[src/rtl/ex_muldiv_unit_pkg.sv]
// Shared constants and helpers for the iterative RV M-extension multiply/divide unit.
package ex_muldiv_unit_pkg;

  localparam int unsigned XLEN_32B = 1;
  localparam int unsigned XLEN_64B = 2;

  typedef enum logic [2:0] {
    MD_F3_MUL    = 3'd0,
    MD_F3_MULH   = 3'd1,
    MD_F3_MULHSU = 3'd2,
    MD_F3_MULHU  = 3'd3,
    MD_F3_DIV    = 3'd4,
    MD_F3_DIVU   = 3'd5,
    MD_F3_REM    = 3'd6,
    MD_F3_REMU   = 3'd7
  } md_f3_e;

  typedef enum logic [1:0] {
    MD_IDLE = 2'd0,
    MD_MUL  = 2'd1,
    MD_DIV  = 2'd2,
    MD_DONE = 2'd3
  } md_state_e;

  function automatic int unsigned md_width(input int unsigned xlen);
    return 32'd1 << (xlen + 32'd4);
  endfunction

  function automatic logic md_a_signed(input md_f3_e f3);
    return f3 inside {MD_F3_MULH, MD_F3_MULHSU, MD_F3_DIV, MD_F3_REM};
  endfunction

  function automatic logic md_b_signed(input md_f3_e f3);
    return f3 inside {MD_F3_MULH, MD_F3_DIV, MD_F3_REM};
  endfunction

endpackage

[src/rtl/ex_muldiv_unit_sign_fix.sv]
// Conditional two's-complement negate of an N-bit value.
module md_sign_fix #(
  parameter int unsigned N = 32
) (
  input  logic         i_neg,
  input  logic [N-1:0] i_val,
  output logic [N-1:0] o_val
);

  assign o_val = i_neg ? ('0 - i_val) : i_val;

endmodule

[src/rtl/ex_muldiv_unit.sv]
// Iterative radix-2 multiply / restoring divide engine for the EX stage.
module ex_muldiv_unit
  import ex_muldiv_unit_pkg::*;
#(
  parameter int unsigned XLEN = XLEN_32B,
  localparam int unsigned W   = md_width(XLEN),
  localparam int unsigned CW  = $clog2(W) + 1
) (
  input  logic         i_clk,
  input  logic         i_rst_n,
  input  logic         i_clk_en,
  input  logic         i_flush,
  input  logic         i_start,
  input  logic [2:0]   i_f3,
  input  logic [W-1:0] i_op_a,
  input  logic [W-1:0] i_op_b,
  input  logic [4:0]   i_rd,
  output logic         o_busy,
  output logic         o_done,
  output logic [W-1:0] o_result,
  output logic [4:0]   o_rd
);

  md_state_e     state_q, state_d;
  logic [CW-1:0] cnt_q, cnt_d;
  md_f3_e        f3_q, f3_d;
  logic [4:0]    rd_q, rd_d, ord_q, ord_d;
  logic [W-1:0]  opnd_q, opnd_d, res_q, res_d;
  logic          neg_q, neg_d;
  logic [2*W-1:0] acc_q, acc_d;

  md_f3_e        f3_in;
  logic          a_neg, b_neg, ovf;
  logic [W-1:0]  abs_a, abs_b;
  logic [W:0]    mul_sum, div_shift, div_diff;
  logic [2*W-1:0] mul_next, div_next, prod_fix;
  logic [W-1:0]  quo_fix, rem_fix;

  assign f3_in = md_f3_e'(i_f3);
  assign a_neg = md_a_signed(f3_in) & i_op_a[W-1];
  assign b_neg = md_b_signed(f3_in) & i_op_b[W-1];
  assign abs_a = a_neg ? ('0 - i_op_a) : i_op_a;
  assign abs_b = b_neg ? ('0 - i_op_b) : i_op_b;
  assign ovf   = (f3_in inside {MD_F3_DIV, MD_F3_REM}) &&
                 (i_op_a == {1'b1, {(W-1){1'b0}}}) && (i_op_b == '1);

  // acc holds {partial product, multiplier} for MUL and {remainder, dividend/quotient} for DIV
  assign mul_sum   = {1'b0, acc_q[2*W-1:W]} + (acc_q[0] ? {1'b0, opnd_q} : '0);
  assign mul_next  = {mul_sum, acc_q[W-1:1]};
  assign div_shift = acc_q[2*W-1:W-1];
  assign div_diff  = div_shift - {1'b0, opnd_q};
  assign div_next  = {(div_diff[W] ? div_shift[W-1:0] : div_diff[W-1:0]),
                      acc_q[W-2:0], ~div_diff[W]};

  md_sign_fix #(.N(2*W)) u_fix_prod (.i_neg(neg_q), .i_val(mul_next),           .o_val(prod_fix));
  md_sign_fix #(.N(W))   u_fix_quo  (.i_neg(neg_q), .i_val(div_next[W-1:0]),    .o_val(quo_fix));
  md_sign_fix #(.N(W))   u_fix_rem  (.i_neg(neg_q), .i_val(div_next[2*W-1:W]),  .o_val(rem_fix));

  always_comb begin
    state_d = state_q;
    cnt_d   = cnt_q;
    f3_d    = f3_q;
    rd_d    = rd_q;
    opnd_d  = opnd_q;
    neg_d   = neg_q;
    acc_d   = acc_q;
    res_d   = res_q;
    ord_d   = ord_q;
    unique case (state_q)
      MD_IDLE: begin
        if (i_start) begin
          f3_d  = f3_in;
          rd_d  = i_rd;
          cnt_d = '0;
          // REM keeps the dividend's sign; unsigned ops never set a_neg/b_neg
          neg_d = (f3_in inside {MD_F3_REM, MD_F3_REMU}) ? a_neg : (a_neg ^ b_neg);
          if (!i_f3[2]) begin
            state_d = MD_MUL;
            opnd_d  = abs_a;
            acc_d   = {{W{1'b0}}, abs_b};
          end else if (i_op_b == '0) begin
            state_d = MD_DONE;
            res_d   = i_f3[1] ? i_op_a : '1;
            ord_d   = i_rd;
          end else if (ovf) begin
            state_d = MD_DONE;
            res_d   = i_f3[1] ? '0 : i_op_a;
            ord_d   = i_rd;
          end else begin
            state_d = MD_DIV;
            opnd_d  = abs_b;
            acc_d   = {{W{1'b0}}, abs_a};
          end
        end
      end
      MD_MUL: begin
        acc_d = mul_next;
        cnt_d = cnt_q + 1'b1;
        if (cnt_q == CW'(W - 1)) begin
          state_d = MD_DONE;
          cnt_d   = '0;
          res_d   = (f3_q == MD_F3_MUL) ? prod_fix[W-1:0] : prod_fix[2*W-1:W];
          ord_d   = rd_q;
        end
      end
      MD_DIV: begin
        acc_d = div_next;
        cnt_d = cnt_q + 1'b1;
        if (cnt_q == CW'(W - 1)) begin
          state_d = MD_DONE;
          cnt_d   = '0;
          res_d   = f3_q[1] ? rem_fix : quo_fix;
          ord_d   = rd_q;
        end
      end
      MD_DONE: state_d = MD_IDLE;
      default: state_d = MD_IDLE;
    endcase
  end

  always_ff @(posedge i_clk or negedge i_rst_n) begin
    if (!i_rst_n) begin
      state_q <= MD_IDLE;
      cnt_q   <= '0;
      f3_q    <= MD_F3_MUL;
      rd_q    <= '0;
      opnd_q  <= '0;
      neg_q   <= 1'b0;
      acc_q   <= '0;
      res_q   <= '0;
      ord_q   <= '0;
    end else if (i_flush) begin
      state_q <= MD_IDLE;
      cnt_q   <= '0;
    end else if (i_clk_en) begin
      state_q <= state_d;
      cnt_q   <= cnt_d;
      f3_q    <= f3_d;
      rd_q    <= rd_d;
      opnd_q  <= opnd_d;
      neg_q   <= neg_d;
      acc_q   <= acc_d;
      res_q   <= res_d;
      ord_q   <= ord_d;
    end
  end

  assign o_busy   = (state_q == MD_IDLE && i_start && !i_flush) ||
                    state_q == MD_MUL || state_q == MD_DIV;
  assign o_done   = (state_q == MD_DONE);
  assign o_result = res_q;
  assign o_rd     = ord_q;

endmodule

[config.mk]
export PLATFORM = sky130hd
export DESIGN_NAME = ex_muldiv_unit
export DESIGN_NICKNAME = d
export VERILOG_FILES = /design/src/rtl/ex_muldiv_unit_pkg.sv /design/src/rtl/ex_muldiv_unit_sign_fix.sv /design/src/rtl/ex_muldiv_unit.sv
export SDC_FILE = /design/constraint.sdc
export NUM_CORES = 1
export LEC_CHECK = 0
export CAP_MARGIN = 20
export CORE_ASPECT_RATIO = 1.5
export CORE_MARGIN = 4
export CORE_UTILIZATION = 50
export CTS_CLUSTER_DIAMETER = 30
export CTS_CLUSTER_SIZE = 28
export DETAILED_ROUTE_END_ITERATION = 10
export PLACE_DENSITY = 0.72
export SLEW_MARGIN = 30
export SYNTH_ARGS = -nofsm -noshare
export SYNTH_HDL_FRONTEND = slang
export SYNTH_SLANG_ARGS = --single-unit
[constraint.sdc]
create_clock -name i_clk -period 5.43 [get_ports i_clk]
set_clock_uncertainty 0.05 [all_clocks]
set_input_delay 0.8145 -clock i_clk [delete_from_list [all_inputs] [get_ports i_clk]]
set_output_delay 0.8145 -clock i_clk [all_outputs]
set_load 0.02 [all_outputs]
==> results by group, run 1 <==
Status
  – Status: finished clean

Finish
  – Most frequent cells in the layout: nand2_1 (308), o21ai_0 (279), nor2_1 (247)
  – Multi-input gate area: 0.0132 mm²
  – Final non-filler cell area: about 0.021 mm²
  – ANT cells: 0
  – Register Area: 0.00376 mm²
  – Ratio of cells with drive above 1 in the final layout: 0.106
  – Final Non-Filler Cells: 3,131
  – Nets: ~2,800
  – Leading cell type in the layout, fill and taps excluded: nand2_1
  – Final core occ: 0.597
  – Layout area overhead: 17.6%
  – Fillers: 3,409

Placed design
  – Pre-CTS setup slack: -40.5 ps
  – Routability cong.: between 1 and 1.5
  – Post-DP HPWL: around 57,000 µm
  – Area post-placement: roughly 0.020 mm²
  – Placed cells: ~3,100
  – Port-buffer cells: roughly 120

Pwr
  – Peak supply drop: 245 µV
  – Final Power: between 6 and 7 mW
  – Pleak: roughly 8.5 nW
  – PwrDens: 331 mW/mm²

CTS
  – Root buf cell: clkbuf_16
  – Total CTS buffers: 17
  – CTS Sinks: 150
  – H-tree levels: 4
  – Longest Clk Path Bufs: 2
  – CTS Hold Bufs: 0
  – Clock-pin slew on the worst setup and hold paths: ~70 ps
  – Skew-Pair Late Insertion Delay: between 400 and 500 ps
  – CTS tree: done

Synthesis
  – Sequential area share after synthesis: 0.210
  – Post-synth top flop: dfrtp_1
  – Ys async rst share: 1.00
  – Post-Syn Nets: 2,679
  – Synth Register Bits: 150
  – Post-synth EDFFs: 0
  – Mapped Area: about 0.018 mm²
  – Yosys warns: 0
  – Mapped Cells: approximately 2,500
  – Top cell type by total area after synthesis: dfrtp_1
  – Area fraction of the dominant cell type after synthesis: 0.210
  – Yosys cell types: about 90
  – Main area contributors after synthesis: dfrtp_1 (21%), o21ai_0 (7.9%), nand2_1 (6.5%)
  – Avg Cell Area, Syn: ~7 µm²

Detailed routing
  – DRC: 0
  – Vias: between 20,000 and 25,000
  – DR vias/cell: roughly 6.5
  – ANT nets after route: 0
  – Routed WL: about 73,000 µm
  – DRT Pass-1 Iters: 6
  – Starting DRT DRC Count: between 2,000 and 2,500
  – WL/cell: 23.4 µm

Global route
  – Grt ovf: 0
  – GRT Total Usage: 0.367
  – Vias in the first global route: 19,500
  – First-pass GRT wire length: 112,000 µm
  – Initial antenna violation count: 0
  – Largest net degree at the start of global routing: 95

Floorplan
  – Ports: between 100 and 150
  – DIE WIDTH: between 150 and 200 µm
  – Die height: around 240 µm
  – Placeable Area: ~0.035 mm²
  – Die area: between 0.03 and 0.04 mm²
  – Starting Density: 0.508
  – Row Count: 84

Critical path
  – Element type at the critical path end: flip-flop
  – Crit-path max FO: 6
  – WP data required: roughly 5700 ps
  – Worst EP arrival: 5520 ps
  – Crit start category: flip-flop
  – Path type of the worst setup path: reg -> reg

Worst hold path
  – Worst min-delay path class: in -> async

STA
  – Hold_ws: 318 ps
  – Endpoints failing hold: 0
  – Setup ws final: roughly 190 ps
  – Fin. max-slew vios: 0
  – F_max: approximately 190 MHz
  – RSZ-0062 raised after global routing: false
  – Setup tns final: 0 ps
  – Tmin final: roughly 5200 ps
  – Slew headroom: 0.399
  – Slew @ Worst Pin: between 800 and 900 ps
  – Fin crit share: 0.965
  – Final Setup Violations: 0

Job
  – MaxCap Viol Count: 0
[synthesized netlist by cell type (34+ instances only)]
cell type    n
nor2_1     248
ha_1        75
nor3_1      69
o21ai_0    281
or3_1       42
inv_1       71
nand2_1    310
dfrtp_1    150
mux2i_1     34
xnor2_1    109
clkbuf_1   178
nand3_1     42
xor2_1      97
a21oi_1    222
o31ai_1     58
[path summary, 6_finish.rpt]
| kind | start | to | slack [ps] | cells after the start |
|---|---|---|---|---|
| min in group i_clk | opnd_q[20] | opnd_q[20] | 430 | 2 |
| hold / removal | i_rst_n | acc_q[2] | 320 | 1 |
| max in group asynchronous | i_rst_n | neg_q | 3690 | 2 |
| hold reg to reg | opnd_q[20] | opnd_q[20] | 430 | 2 |
| setup reg to reg | acc_q[0] | o_result[31] | 190 | 17 |
| setup / recovery | acc_q[0] | o_result[31] | 190 | 17 |
[critical path: stages, from the launching register on]
cell      delay [ps]
dfrtp_2          410
and2_4           150
ha_2             160
inv_1             50
fa_2             400
nor2b_4          140
o31a_1           260
buf_6            150
o311a_1          150
a211oi_2          50
or4_4            540
or4b_4           620
or4_4            470
or4_4            500
or4_4            430
mux2_1           330
a31oi_1          160
o41ai_1           90
[sequential cells by signal, summed over array words and instances (netlist names)]
register  count
cnt_q         6
o_rd          5
rd_q          5
f3_q          3
o_result     32
opnd_q       32
state_q       2
acc_q        64
neg_q         1
[logic make-up after synthesis]
family,share of synthesized area
adders and majority gates,0.0648
buffers and inverters,0.0570
AOI/OAI and AO/OA,0.307
xor gates and xnor gates,0.101
DFF,0.210
muxes,0.0228
and+or+nand+nor,0.238
[metal layers]
layer	GRT usage	vias to the layer above	routed length (µm)
met4	0.210	0	4670
met1	0.457	9666	28600
met2	0.608	1057	34100
met5	0	-	0
met3	0.0518	250	5940
li1	-	9471	-
[cell type report]
type,instances,area share
clock buffers,19,0.0206
repair buffers,296,0.120
clock inverters,12,0.00958
flip-flops and latches,150,0.179
well taps,473,0.0282
inverters,75,0.0135
multi-input cells,2106,0.629
[power breakdown]
part	total (mW)	internal, mW	switching (mW)
sequential	1.79	1.41	0.387
combinational	3.82	1.53	2.29
clock	1.34	0.814	0.525
total	6.95	3.75	3.20
[what timing repair did]
| item | in CTS | in global routing |
|---|---|---|
| setup endpoints to repair | 7 | 14 |
| hold endpoints to repair | 0 | 0 |
| gates resized for setup | 3 | 24 |
| buffers inserted | 0 | 8 |
| pin swaps | 1 | 10 |
No activity file was read; power rests on OpenSTA's default activity.
==> run 2: changes to the inputs <==
--- a/config.mk
+++ b/config.mk
@@ -12,6 +12,7 @@
 export CTS_CLUSTER_DIAMETER = 30
 export CTS_CLUSTER_SIZE = 28
 export DETAILED_ROUTE_END_ITERATION = 10
+export GPL_ROUTABILITY_DRIVEN = 0
 export PLACE_DENSITY = 0.72
 export SLEW_MARGIN = 30
 export SYNTH_ARGS = -nofsm -noshare
==> run 2 against run 1 <==
Register-to-register slack got worse by 60 ps. Worst setup slack got worse by 57 ps. Clock power shrank 4%. Global-route usage decreased by 2.4 points. Worst hold slack better by 49 ps. Clock-buffer cell count stayed put. Critical endpoint unchanged. Highest routed layer unchanged.
==> results by group, run 2 (synthesis gave the netlist of run 1 again) <==
Finish
  – Most frequent cells in the layout: nand2_1 (307), o21ai_0 (280), nor2_1 (247)
  – Multi-input gate area: 0.0132 mm² (about the same)
  – Largest Register: acc_q
  – Leading cell type in the layout, fill and taps excluded: nand2_1
  – Register Area: 0.00376 mm² (unchanged)
  – Ratio of cells with drive above 1 in the final layout: 0.101 (-0.00515)
  – Nets: 2,786 (-0.50%)
  – ANT cells: 0 (unchanged)
  – Max reg flops: 64 (unchanged)
  – Layout area overhead: 17.0%
  – Fillers: 3,205 (-6.0%)

Critical path
  – Most frequent CP cell: or4_4
  – R2r setup slk: 130 ps (-60 ps)
  – Worst EP arrival: 5570 ps (+50 ps)
  – Reg-to-reg endpoint: o_result[31]
  – Critical path's slowest cell: or4b_4
  – WP data required: 5710 ps (about the same)
  – Crit-path max FO: 6 (unchanged)
  – Crit-path cells: and2_1 > ha_1 > inv_1 > fa_2 > nor2b_2 > o31a_1 > buf_4 > o21ai_4 > nand4b_4 > or4_4 > or4b_4 > or4_4 > or4_4 > or4_1 > mux2_1 > a31oi_1 > o41ai_1
  – Reg2reg start: acc_q[0]
  – Path type of the worst setup path: reg -> reg
  – Largest stage delay, worst path: 550 ps (-70 ps)
  – Element type at the critical path end: flip-flop
  – Crit start category: flip-flop
  – Reg2Reg Depth: 17 (unchanged)

CTS
  – Clock-pin slew on the worst setup and hold paths: 70 ps (about the same)
  – CTS Hold Bufs: 0 (unchanged)
  – CTS Sinks: 150 (unchanged)
  – Longest Clk Path Bufs: 2 (unchanged)
  – Root buf cell: clkbuf_16
  – CTS tree: done
  – H-tree levels: 4 (unchanged)
  – Total CTS buffers: 17 (unchanged)
  – Skew-Pair Late Insertion Delay: 450 ps (about the same)

STA
  – Fin crit share: 0.975 (+0.0106)
  – Fin. max-slew vios: 0 (unchanged)
  – Final Setup Violations: 0 (unchanged)
  – F_max: 189 MHz (-1.1%)
  – Tmin final: 5300 ps (+57.4 ps)
  – Setup ws final: 134 ps (-57.4 ps)
  – Setup tns final: 0 ps (unchanged)
  – RSZ-0062 raised after global routing: false
  – Endpoints failing hold: 0 (unchanged)
  – Slew headroom: 0.309 (-0.0893)
  – Slew @ Worst Pin: 1030 ps (+146 ps)

Global route
  – Vias in the first global route: 19,400 (-0.34%)
  – Largest net degree at the start of global routing: 91 (-4.2%)
  – Initial antenna violation count: 0 (unchanged)
  – Grt ovf: 0 (unchanged)
  – GRT Total Usage: 0.343 (-0.0241)
  – First-pass GRT wire length: 106,000 µm (-5.0%)

Floorplan
  – DIE WIDTH: 162 µm (unchanged)
  – Die area: 0.0389 mm² (unchanged)
  – Row Count: 84 (unchanged)
  – Ports: 116 (unchanged)
  – Placeable Area: 0.0352 mm² (unchanged)
  – Starting Density: 0.508 (unchanged)
  – Die height: 240 µm (unchanged)

Detailed routing
  – WL/cell: 22.0 µm (-5.9%)
  – Vias: 20,400 (-0.0098%)
  – DR vias/cell: 6.56 (+0.41%)
  – DRT Pass-1 Iters: 8 (+2)
  – Routed WL: 68,600 µm (-6.3%)
  – ANT nets after route: 0 (unchanged)
  – DRC: 0 (unchanged)
  – Starting DRT DRC Count: 2,401 (+8.6%)

Placed design
  – Post-DP HPWL: 52,300 µm (-8.0%)
  – Pre-CTS setup slack: -76.2 ps (-35.6 ps)
  – Port-buffer cells: 115 (unchanged)

Pwr
  – PwrDens: 327 mW/mm² (-1.2%)
  – Final Power: 6.83 mW (-1.8%)
  – Peak supply drop: 244 µV (-0.70%)
  – Pleak: 8.39 nW (-1.2%)

Worst hold path
  – Worst min-delay path class: in -> async

Status
  – Status: finished clean

Job
  – MaxCap Viol Count: 0 (unchanged)
## run 2: final cells by class
cell class	count	area share
Multi-Input combinational cell	2106	0.632
Clock buffer	19	0.0217
Inverter	75	0.0136
Clock inverter	13	0.00820
Timing Repair Buffer	282	0.116
Sequential cell	150	0.180
Tap cell	473	0.0283
## run 2: where the power goes
group | switching, mW | internal (mW) | total [mW]
registers | 0.382 | 1.41 | 1.79
clock network | 0.536 | 0.752 | 1.29
logic | 2.24 | 1.51 | 3.75
## run 2: through the flow
stage | instance area (µm²) | cells | hold WS [ps] | utilization
after floorplan | 17900 | 2525 | 395 | -
after global placement | 20100 | 3078 | 410 | 0.572
after detailed placement | 20100 | 3078 | 415 | 0.572
after CTS | 20800 | 3111 | 383 | 0.590
after global routing | 20900 | 3118 | 413 | 0.594
final | 20900 | 3118 | 367 | 0.594
## run 2: worst max-delay path: cells and delay by family, from the launching register on
family	cells	cell delay (ps)
compound gates	4	770
fa+ha+maj	2	410
flops	1	440
mux	1	320
buf+inv	2	260
simple gates	8	2930
## run 2: per-layer routing
layer	wire [µm]	GRT usage	vias to the layer above
li1	-	-	9425
met1	25800	0.416	9523
met2	31800	0.564	1171
met3	5960	0.0575	323
met4	5060	0.216	0
met5	0	0	-
## run 2: worst max path at each step
stage	startpoint	depth (start not counted)	slack (ps)	end
after floorplan	acc_q[31]	25	40	o_result[26]
after global placement	acc_q[0]	15	0.09	o_result[31]
after detailed placement	acc_q[0]	16	-80	o_result[31]
after CTS	acc_q[0]	16	50	o_result[31]
after global routing	acc_q[0]	17	5	o_result[31]
final	acc_q[0]	17	130	o_result[31]
## run 2: what timing repair did
| action | in CTS | in global routing |
|---|---|---|
| pin swaps | 1 | 3 |
| gates resized for setup | 2 | 19 |
| endpoints found under the setup margin | 1 | 7 |
| buffers inserted | 1 | 7 |
